**config.mk**
```make
export PLATFORM = sky130hd
export DESIGN_NAME = nibble_io_port_flat
export DESIGN_NICKNAME = d
export VERILOG_FILES = /design/src/rtl/nibble_io_port_if.sv /design/src/rtl/nibble_io_port.sv /design/src/flat_wrapper.sv
export SDC_FILE = /design/constraint.sdc
export NUM_CORES = 1
export LEC_CHECK = 0
export CAP_MARGIN = 15
export CORE_ASPECT_RATIO = 1.25
export CORE_MARGIN = 8
export CORE_UTILIZATION = 52
export CTS_BUF_LIST = sky130_fd_sc_hd__clkbuf_4 sky130_fd_sc_hd__clkbuf_8
export DETAILED_ROUTE_END_ITERATION = 8
export PLACE_DENSITY = 0.88
export SETUP_SLACK_MARGIN = 0.02
export SKIP_CTS_REPAIR_TIMING = 1
export SYNTH_ARGS = -nofsm -noshare
export SYNTH_HDL_FRONTEND = slang
export SYNTH_SLANG_ARGS = --single-unit
```
**constraint.sdc**
```tcl
create_clock -name clk -period 1.8 [get_ports clk]
set_input_delay 0.36 -clock clk [delete_from_list [all_inputs] [get_ports clk]]
set_output_delay 0.36 -clock clk [all_outputs]
set_load 0.01 [all_outputs]
```
**src/rtl/nibble_io_port_if.sv**
```systemverilog
// uP-side I/O bus of the nibble port: IN read strobe/data/valid and OUT write strobe/data.
// The uP core is the master; nibble_io_port is the slave.
interface nibble_io_port_if #(
    parameter int WIDTH = 4
) ();
    logic             in_rd;
    logic [WIDTH-1:0] in_data;
    logic             in_valid;
    logic             out_wr;
    logic [WIDTH-1:0] out_data;

    modport master (
        output in_rd,
        output out_wr,
        output out_data,
        input  in_data,
        input  in_valid
    );

    modport slave (
        input  in_rd,
        input  out_wr,
        input  out_data,
        output in_data,
        output in_valid
    );
endinterface

```
**src/rtl/nibble_io_port.sv**
```systemverilog
// nibble_io_port: pushbutton input side (2-FF sync, per-bit debounce, press latches
// read by the uP IN strobe) and LED output side (nibble captured on the OUT strobe).
// Every bit is an independent copy of the same logic; bits never interact.
module nibble_io_port #(
    parameter int WIDTH           = 4,
    parameter int DEBOUNCE_CYCLES = 4
) (
    input  logic             clk,
    input  logic             reset,
    input  logic [WIDTH-1:0] PUSHBUTTONS,
    output logic [WIDTH-1:0] FF_OUT,
    output logic [WIDTH-1:0] btn_level,
    output logic             evt_pending,
    nibble_io_port_if.slave  bus
);

    localparam int CW = $clog2(DEBOUNCE_CYCLES + 1);
    localparam logic [CW-1:0] CNT_ZERO = {CW{1'b0}};
    localparam logic [CW-1:0] CNT_ONE  = CW'(1);
    localparam logic [CW-1:0] CNT_LAST = CW'(DEBOUNCE_CYCLES - 1);

    logic [WIDTH-1:0] sync1_r;
    logic [WIDTH-1:0] sync2_r;
    logic [WIDTH-1:0] level_r;
    logic [WIDTH-1:0] latch_r;
    logic [CW-1:0]    cnt_r [WIDTH];
    logic [WIDTH-1:0] in_data_r;
    logic             in_valid_r;
    logic [WIDTH-1:0] ff_out_r;
    logic             evt_r;

    logic [WIDTH-1:0] level_nxt_s;
    logic [CW-1:0]    cnt_nxt_s [WIDTH];
    logic [WIDTH-1:0] rise_s;
    logic [WIDTH-1:0] latch_nxt_s;
    logic [WIDTH-1:0] read_val_s;

    // Next debounce level/count per bit, press-latch update and the value an IN read returns.
    always_comb begin
        level_nxt_s = level_r;
        for (int i = 0; i < WIDTH; i++) begin
            cnt_nxt_s[i] = CNT_ZERO;
        end
        for (int i = 0; i < WIDTH; i++) begin
            if (sync2_r[i] == level_r[i]) begin
                // Input agrees with accepted level: any partial count is discarded.
                cnt_nxt_s[i]   = CNT_ZERO;
                level_nxt_s[i] = level_r[i];
            end else if (cnt_r[i] == CNT_LAST) begin
                // Disagreement held long enough: accept the new level.
                cnt_nxt_s[i]   = CNT_ZERO;
                level_nxt_s[i] = sync2_r[i];
            end else begin
                cnt_nxt_s[i]   = cnt_r[i] + CNT_ONE;
                level_nxt_s[i] = level_r[i];
            end
        end

        rise_s = level_nxt_s & ~level_r;

        // A read clears the latches, but a press accepted on the same edge survives it.
        if (bus.in_rd) begin
            latch_nxt_s = rise_s;
        end else begin
            latch_nxt_s = latch_r | rise_s;
        end

        read_val_s = level_r | latch_r;
    end

    // All state: synchronizer, debounce, latches, IN/OUT registers; reset clears everything.
    always_ff @(posedge clk) begin
        if (!reset) begin
            sync1_r    <= {WIDTH{1'b0}};
            sync2_r    <= {WIDTH{1'b0}};
            level_r    <= {WIDTH{1'b0}};
            latch_r    <= {WIDTH{1'b0}};
            in_data_r  <= {WIDTH{1'b0}};
            in_valid_r <= 1'b0;
            ff_out_r   <= {WIDTH{1'b0}};
            evt_r      <= 1'b0;
            for (int i = 0; i < WIDTH; i++) begin
                cnt_r[i] <= CNT_ZERO;
            end
        end else begin
            sync1_r    <= PUSHBUTTONS;
            sync2_r    <= sync1_r;
            level_r    <= level_nxt_s;
            latch_r    <= latch_nxt_s;
            evt_r      <= |latch_nxt_s;
            in_valid_r <= bus.in_rd;
            for (int i = 0; i < WIDTH; i++) begin
                cnt_r[i] <= cnt_nxt_s[i];
            end
            if (bus.in_rd) begin
                in_data_r <= read_val_s;
            end else begin
                in_data_r <= in_data_r;
            end
            if (bus.out_wr) begin
                ff_out_r <= bus.out_data;
            end else begin
                ff_out_r <= ff_out_r;
            end
        end
    end

    assign bus.in_data  = in_data_r;
    assign bus.in_valid = in_valid_r;
    assign FF_OUT       = ff_out_r;
    assign btn_level    = level_r;
    assign evt_pending  = evt_r;

endmodule

```
**src/flat_wrapper.sv**
```systemverilog
// flat-port wrapper written by rule: the top's interface ports become plain ports
module nibble_io_port_flat 
#(
    parameter int WIDTH           = 4,
    parameter int DEBOUNCE_CYCLES = 4
)
  (clk, reset, PUSHBUTTONS, FF_OUT, btn_level, evt_pending, bus_in_rd, bus_out_wr, bus_out_data, bus_in_data, bus_in_valid);
  nibble_io_port_if #(.WIDTH(WIDTH)) bus_i ();
  input  logic clk;
  input  logic reset;
  input  logic [WIDTH-1:0] PUSHBUTTONS;
  output logic [WIDTH-1:0] FF_OUT;
  output logic [WIDTH-1:0] btn_level;
  output logic evt_pending;
  input wire logic [$bits(bus_i.in_rd)-1:0] bus_in_rd;
  input wire logic [$bits(bus_i.out_wr)-1:0] bus_out_wr;
  input wire logic [$bits(bus_i.out_data)-1:0] bus_out_data;
  output wire logic [$bits(bus_i.in_data)-1:0] bus_in_data;
  output wire logic [$bits(bus_i.in_valid)-1:0] bus_in_valid;
  assign bus_i.in_rd = bus_in_rd;
  assign bus_i.out_wr = bus_out_wr;
  assign bus_i.out_data = bus_out_data;
  assign bus_in_data = bus_i.in_data;
  assign bus_in_valid = bus_i.in_valid;
  nibble_io_port #(.WIDTH(WIDTH), .DEBOUNCE_CYCLES(DEBOUNCE_CYCLES)) u_core (.clk(clk), .reset(reset), .PUSHBUTTONS(PUSHBUTTONS), .FF_OUT(FF_OUT), .btn_level(btn_level), .evt_pending(evt_pending), .bus(bus_i));
endmodule
```
==> results by group <==
Synthesis
  • Post-synthesis xor/xnor area fraction: 0.0256
  • Post-synthesis compound-gate area fraction: 0.0878
  • Post-synthesis cell type count: 21
  • Syn_nets: between 150 and 200
  • Yosys warnings: 0
  • Largest family of logic cells by synthesized area: simple AND/OR/NAND/NOR gates
  • Synth Area in Simple Gates: 0.176
  • Synth Area per Inst: just over 10 um2
  • Syn Inst Count: approximately 130
  • Post-synthesis adder-cell area fraction: 0.0731
  • Mux cell area share after synthesis: 0.0293
  • Synthesized area: roughly 1400 um2
  • Sequential element share of the synthesized area: 0.556
  • Flops & latches, synth: 38

Global routing
  • Number of global-route vias before repair: ~980
  • First-pass GRT wire length: roughly 4 mm
  • Initial antenna violation count: 0
  • Congestion Overflow GR: 0
  • Largest net degree at the start of global routing: 19
  • Total Routing Usage GR: 0.118

STA
  • Slew @ Worst Pin: roughly 0.31 ns
  • Fmax: 595 MHz
  • WHS: 0.428 ns
  • Min Tclk post-route: 1.68 ns
  • Final Max Slew Viols: 0
  • Final period utilization: 0.934
  • Slew headroom: 0.792
  • Final hold vios: 0
  • Setup_tns: 0 ns
  • Final setup fails: 0
  • Skew final: 0.00550 ns
  • RSZ-0062 raised after global routing: false

Worst hold path
  • Hold Crit Class: reg2reg
  • Hold path start: u_core.cnt_r[0][0]

Finish
  • FF/Latch Area: ~760 um2
  • Post-route design area: 1720 um2
  • Diode count: 0
  • Nets: 184
  • Filler cells: 218
  • Most common cell after layout, fill and taps aside: dfxtp_1
  • Finished Core Util: 0.660
  • Leading cell types in the layout, fill and taps excluded: dfxtp_1 (37), clkdlybuf4s50_1 (25), nor2_1 (16)
  • Area taken by multi-input logic gates: around 540 um2
  • Area growth, synth to finish: 25.5%
  • Share of cells above drive strength 1: 0.0976

Worst setup path
  • WP buf/inv: 1
  • Crit path capture type: primary output
  • Worst Path Arrival: 1.32 ns
  • Crit start category: flip-flop
  • CP peak stage delay: ~0.57 ns
  • Worst path cell trace: clkdlybuf4s50_1
  • CP max stage cell: clkdlybuf4s50_1
  • CP max FO: 5
  • Worst Path Class, Setup: reg2out
  • Delay-heaviest family, CP: buffers and inverters
  • Critical Path Start: u_core.btn_level[2]
  • CP Data Required Time: 1.44 ns
  • RR Startpoint: u_core.cnt_r[0][3]

Clocking
  • Clock Pin Slew Worst Setup and Hold Paths: 0.10 ns
  • CTS buffer count: 5
  • CTS tree: built
  • Clock latency on the worst-skew pair: about 0.33 ns
  • Clock buffer depth: 2
  • Htree depth: 2
  • Clock sinks: 38
  • Root buffer cell: clkbuf_4

Outcome
  • Outcome: completed

Pwr
  • Gate power share: 0.071
  • Switching share of total power: 0.211
  • PD cells: slightly above 800 nW/um2
  • Maximum VDD drop: between 0.6 and 0.7 mV
  • Sw power: between 200 and 300 uW
  • Int Pwr: 1100 uW
  • Leak: between 0.0006 and 0.0007 uW
  • Sequential Power Share: 0.626
  • Clock Power Share: 0.303

Place
  • Placed wire-length estimate: between 1.5 and 2 mm
  • GPL Wtd Cong: between 0.7 and 0.8
  • I/O Buffers: 25
  • Area post-placement: about 1700 um2

Floorplan
  • Full die area: about 4500 um2
  • Die Wd: between 60 and 70 um
  • Starting Density: 0.526
  • Top-Level Pins: 26
  • Die H: roughly 73 um
  • FP Rows: 21
  • Core area: 2600 um2

Drt
  • Residual DRC count: 0
  • Routed WL per cell: roughly 12 um
  • DRT antenna net count: 0
  • Via density: about 4.9
  • Drt first pass iters: 4
  • Routed wire length: between 2 and 2.5 mm
  • Vias: 962
  • 1st-iter DRT viols: 34

Run
  • Max Cap Viol: 0
[Yosys cell counts, drive strengths merged]
master | n | share of area
mux2i | 4 | 0.029
nand3b | 4 | 0.022
o22ai | 4 | 0.028
clkbuf | 4 | 0.012
a21oi | 4 | 0.015
and2 | 13 | 0.062
a21boi | 4 | 0.022
nor2 | 16 | 0.044
xor2 | 4 | 0.026
inv | 12 | 0.033
buf | 1 | 0.0082
nand2 | 4 | 0.011
dfxtp | 38 | 0.56
nand2b | 4 | 0.018
ha | 8 | 0.073
nor2b | 4 | 0.018
o41a | 1 | 0.0082
o21ai | 4 | 0.015
[through the flow]
| stage | worst slack (ns) | total power [uW] | std cells |
|---|---|---|---|
| 6_report | 0.118 | 1390 | 198 |
| 5_1_grt | 0.0516 | 1450 | 198 |
| 4_1_cts | 0.00864 | 1410 | 198 |
| 3_5_place_dp | 0.0511 | 992 | 191 |
| 3_3_place_gp | 0.133 | 986 | 191 |
| 2_1_floorplan | 0.471 | 935 | 133 |
[layout make-up]
| cell class | instances | share of cell area |
|---|---|---|
| clock buffers | 7 | 0.0306 |
| inverters | 12 | 0.0262 |
| multi-input cells | 78 | 0.312 |
| flip-flops and latches | 38 | 0.444 |
| well taps | 34 | 0.0248 |
| repair buffers | 29 | 0.163 |
[cells by family after synthesis]
| family | count (synthesis) |
|---|---|
| simple gates | 45 |
| flops | 38 |
| compound gates | 17 |
| buf+inv | 17 |
| fa+ha+maj | 8 |
| xor+xnor | 4 |
| mux | 4 |
[per-layer routing]
metal	wire length, um	up-vias	part of all wire	GRT usage
li1	-	493	-	-
met1	938	433	0.39	0.111
met2	1240	30	0.52	0.204
met3	182	6	0.076	0.0525
met4	39	0	0.016	0.0584
met5	0	-	0	0
[path summary, 6_finish.rpt]
kind | endpoint | slack [ns] | depth (start not counted)
worst min-delay path | u_core.cnt_r[0][0] | 0.43 | 1
worst min register to register | u_core.cnt_r[0][0] | 0.43 | 1
worst max register to register | u_core.evt_pending | 0.33 | 5
worst max-delay path | btn_level[2] | 0.12 | 1
[flip-flops by register name, summed over array words and instances (netlist names)]
signal	cells
u_core.sync2_r	4
u_core.cnt_r	12
u_core.latch_r	4
u_core.evt_pending	1
u_core.sync1_r	4
u_core.btn_level	4
u_core.FF_OUT	4
u_core.bus.in_valid	1
u_core.bus.in_data	4
[power by group through the flow]
stage                     Sequential [uW]  Combinational [uW]  Clock, uW
after floorplan                       895                39.9          0
after global placement                890                95.4          0
after detailed placement              892                 100          0
after CTS                             873                 101        439
after global routing                  875                 108        467
final                                 872                99.0        423
(Power assumes the default switching activity.)
==> edit 1, RTL diff (config.mk and constraints unchanged) <==
Make the reset (`reset`) asynchronous in one clocked block.
--- a/src/rtl/nibble_io_port.sv
+++ b/src/rtl/nibble_io_port.sv
@@ -69,7 +69,7 @@
     end
 
     // All state: synchronizer, debounce, latches, IN/OUT registers; reset clears everything.
-    always_ff @(posedge clk) begin
+    always_ff @(posedge clk or negedge reset) begin
         if (!reset) begin
             sync1_r    <= {WIDTH{1'b0}};
             sync2_r    <= {WIDTH{1'b0}};
Behaviour: differs if reset is asserted again (counterexample within 4 cycles, from zero or initial values and one cycle with reset low); with reset held inactive, the same outputs for 10 cycles.
==> edit 1 against the original RTL <==
  * Final area increased by 1.2%
  * Fmax decreased by 1.1%
  * Worst setup slack lost 19 ps
  * Wire length is 5.1% higher
  * Via count is 11% lower
  * Sequential cell count stayed put
  * Hold slack worse by 67 ps
  * Synthesized area is 0.37% lower
  * First-iteration DRC count decreased by 82%
  * Critical path type unchanged
Power is not compared: it rests on default switching activity, and its combinational part moved more than twofold at a synthesized area within 25%.
==> edit 1: results <==
[setup_path]
crit_arrival_ps = 1340
cp-endpoint = btn_level[1]
worstSetupStartpoint = u_core.btn_level[1]
worstReg2RegEnd = u_core.evt_pending
worst-r2r-setup-slack_ps = 150
worstPathMaxFanout = 4
r2r.worst_path.cells = 4
cpPeakStageDelay_ps = 570
crit_family = buffers and inverters
cp_slowest_cell = clkdlybuf4s50_1
reg2reg_from = u_core.cnt_r[3]

[cells_and_area]
drive_above_1_share_pct = 14.29
num_antenna_cells = 0
layout.nets = 148
fin_util_pct = 70.87

[logic_synthesis]
synth_xor_xnor_area_share_pct = 2.569
synth_ff_type = dfrtp_1
ys_seq_area_share_pct = 69.72
synthAdderAreaFrac_pct = 3.670
yosys-top-cells-count = 38 x dfrtp_1, 8 x nor2_1, 6 x nor3b_1
synth_compound_area_share_pct = 5.872
async_flop_share_pct = 100.0
synth.avg_cell_area_um2 = 14.06
synth.distinct_cells = 17
synth.area.mux_share_pct = 3.303
ys_top_cells_by_area = dfrtp_1 70%, ha_1 3.7%, mux2_2 3.3%
synth_nets = 113

[sta]
finalCritPeriodShare_pct = 94.50
skew_ps = 9.643
slew_headroom_pct = 70.18

[placed_design]
pre_cts_slack_ps = 7.137
port_buffers = 25
gpl.final_weighted_congestion = 0.7524
dpl-instance-area_um2 = 1659
post-place-cells = 156
hpwl_mm = 1.899

[global_routing]
grt_max_degree = 39
grt_pass1_vias = 957
grt_pass1_wl_mm = 3.988
grt_usage_pct = 12.42

[drt]
routedWlPerCell_um = 15.16
routed_via_density = 5.151
drtPass1Iterations = 4
first_iter_violations = 6
finalWirelength_mm = 2.516

[clock_network]
numCtsBuffers = 5
clkLatencyLatePin_ps = 340
htreeDepth = 2
clk_path_buf_depth = 2

[run_status]
outcome = completed

[pwr]
power.total_uw = 2288
p_leak_uw = 0.0007884

[hold_path]
min_path_cells = 0
-- edit 1: worst min-delay path by stage --
stage                       from           endpoint  slack (ps)
5_1_grt        u_core.sync1_r[2]  u_core.sync2_r[2]         370
3_3_place_gp   u_core.sync1_r[1]  u_core.sync2_r[1]         330
3_5_place_dp   u_core.sync1_r[2]  u_core.sync2_r[2]         340
4_1_cts        u_core.sync1_r[2]  u_core.sync2_r[2]         360
6_report       u_core.sync1_r[2]  u_core.sync2_r[2]         360
2_1_floorplan              reset   u_core.FF_OUT[0]          60
-- edit 1: per-layer routing --
metal / global-route usage (%) / vias to the layer above / share of wire, %
li1: - / 402 / -
met1: 10.08 / 419 / 36
met2: 22.03 / 31 / 53
met3: 7.517 / 3 / 9.7
met4: 6.091 / 0 / 1.2
met5: 0 / - / 0
-- edit 1: layout make-up --
type                       instances  area (µm²)
sequential                        38       950.9
fill                             193       714.4
multi-input combinational         53       380.4
timing repair buffer              29       280.3
clock buffer                       7       58.81
tap                               33       41.29
inverter                           5       21.27
clock inverter                     1       5.005
==> edit 2, RTL diff (same settings) <==
Made on the original files. `WIDTH` is set to 4 in 3 places; all go to 8.
--- a/src/rtl/nibble_io_port_if.sv
+++ b/src/rtl/nibble_io_port_if.sv
@@ -1,7 +1,7 @@
 // uP-side I/O bus of the nibble port: IN read strobe/data/valid and OUT write strobe/data.
 // The uP core is the master; nibble_io_port is the slave.
 interface nibble_io_port_if #(
-    parameter int WIDTH = 4
+    parameter int WIDTH = 8
 ) ();
     logic             in_rd;
     logic [WIDTH-1:0] in_data;
--- a/src/rtl/nibble_io_port.sv
+++ b/src/rtl/nibble_io_port.sv
@@ -2,7 +2,7 @@
 // read by the uP IN strobe) and LED output side (nibble captured on the OUT strobe).
 // Every bit is an independent copy of the same logic; bits never interact.
 module nibble_io_port #(
-    parameter int WIDTH           = 4,
+    parameter int WIDTH           = 8,
     parameter int DEBOUNCE_CYCLES = 4
 ) (
     input  logic             clk,
--- a/src/flat_wrapper.sv
+++ b/src/flat_wrapper.sv
@@ -1,7 +1,7 @@
 // flat-port wrapper written by rule: the top's interface ports become plain ports
 module nibble_io_port_flat 
 #(
-    parameter int WIDTH           = 4,
+    parameter int WIDTH           = 8,
     parameter int DEBOUNCE_CYCLES = 4
 )
   (clk, reset, PUSHBUTTONS, FF_OUT, btn_level, evt_pending, bus_in_rd, bus_out_wr, bus_out_data, bus_in_data, bus_in_valid);
Interface: changed (5 resized); port bits go from 26 to 46. No check against the original RTL was run, so the function may have changed too.
==> edit 2 against the original RTL <==
  * Synthesized area increased by 97%
  * Highest routed layer unchanged
  * Wire length rose by 87%
  * Critical endpoint is now btn_level[6]
  * Largest cell class unchanged
  * Sequential power up 95%
  * Sequential cell count is 36 higher
  * Die area increased by 71%
  * Hold slack lost 11 ps
  * Worst setup slack worse by 31 ps
  * Global-route usage rose by 0.66 points
  * Power grew 120%
  * Final area is 99% higher
  * Synthesized cell count is 94% higher
  * Clock skew rose by 1.3 ps
==> edit 2: results <==
[clock_network]
numCtsBuffers = 9
root_buffer = clkbuf_8
clk_pin_slew_ps = 70
htreeDepth = 3

[placed_design]
post-place-cells = 361
port_buffers = 45
gpl.final_weighted_congestion = 0.6965
hpwl_mm = 3.301

[pwr]
ir_drop_mv = 0.6190
swShare_pct = 20.28
p_leak_uw = 0.001377

[cells_and_area]
largest_reg_flops = 24
layout.nets = 346
drive_above_1_share_pct = 6.984
stdcell_count = 377
fill_cells = 389

[run_status]
outcome = completed

[logic_synthesis]
synth_nets = 294
synthCells = 258
ys_seq_area_share_pct = 54.97
ys_top_cells_by_area = dfxtp_1 55%, ha_1 7.4%, mux2i_1 5.6%
synth.distinct_cells = 22
yosys-top-cells-count = 74 x dfxtp_1, 32 x nor2_1, 17 x and2_1, 16 x ha_1, 16 x inv_1
synth_ff_type = dfxtp_1

[setup_path]
r2r.worst_path.cells = 5
worstPathMaxFanout = 6
crit_arrival_ps = 1350
worstSetupStartpoint = u_core.btn_level[6]
worst-r2r-setup-slack_ps = 270

[sta]
worstMarginPinSlew_ps = 229.4
skew_ps = 6.780

[global_routing]
grt_pass1_vias = 1833
grt_pass1_wl_mm = 7.617
grt_max_degree = 59
grt_usage_pct = 12.42
grt_antenna_before_repair = 0

[hold_path]
worstHoldEndpoint = u_core.cnt_r[0][0]
min_path_cells = 1

[drt]
first_iter_violations = 74
routed_via_density = 4.820
routedWlPerCell_um = 11.90
## edit 2: cell count changes after synthesis, sizes merged, moves of 5 or more
cell    change
dfxtp      +36
ha          +8
nand3b     +11
nor2b      +11
a21boi      +5
mux2i      +11
nor2       +16
## edit 2: layout make-up
class                   instances  area share [%]
flip-flops and latches         74           43.31
multi-input cells             159           32.37
repair buffers                 50           14.63
clock buffers                  13           4.499
well taps                      62           2.268
inverters                      16           1.756
clock inverters                 3           1.170
## edit 2: how the worst max path moves through the flow
stage	end	slack, ps	cells after the start
floorplan	u_core.evt_pending	400	5
global route	btn_level[6]	20	1
CTS	btn_level[6]	60	1
finish	btn_level[6]	90	1
global placement	u_core.evt_pending	40	5
detailed placement	u_core.evt_pending	-8	5
## edit 2: metrics by stage
stage	setup TNS [ps]	power [µW]	setup slack (ps)	cell area, µm²	hold WS, ps
finish	0	3133	86.97	3421	417.5
global route	0	3246	20.14	3421	441.3
CTS	0	3153	64.95	3421	423.8
detailed placement	-8.344	1931	-8.344	3227	414.2
global placement	0	1926	39.22	3227	407.1
floorplan	0	1825	398.2	2695	399.2
## edit 2: logic make-up after synthesis
kind of cell	count (synthesis)	synth area share, %
simple gates	93	19.27
mux	15	5.571
compound gates	27	6.221
fa+ha+maj	16	7.428
flops	74	54.97
buf+inv	25	3.946
xor+xnor	8	2.600
## edit 2: power by group through the flow
stage          Sequential [µW]  Clock (µW)  Combinational (µW)
2_1_floorplan             1740           0                80.0
3_3_place_gp              1740           0                 190
3_5_place_dp              1740           0                 193
4_1_cts                   1700        1260                 194
5_1_grt                   1700        1330                 209
6_report                  1700        1240                 190
## edit 2: metal layers
layer / track usage (%) / up-vias / share of wire [%]
met5: 0 / - / 0
met4: 8.511 / 0 / 2.6
met3: 2.500 / 10 / 2.5
met2: 22.44 / 25 / 53
met1: 12.51 / 837 / 41
li1: - / 945 / -
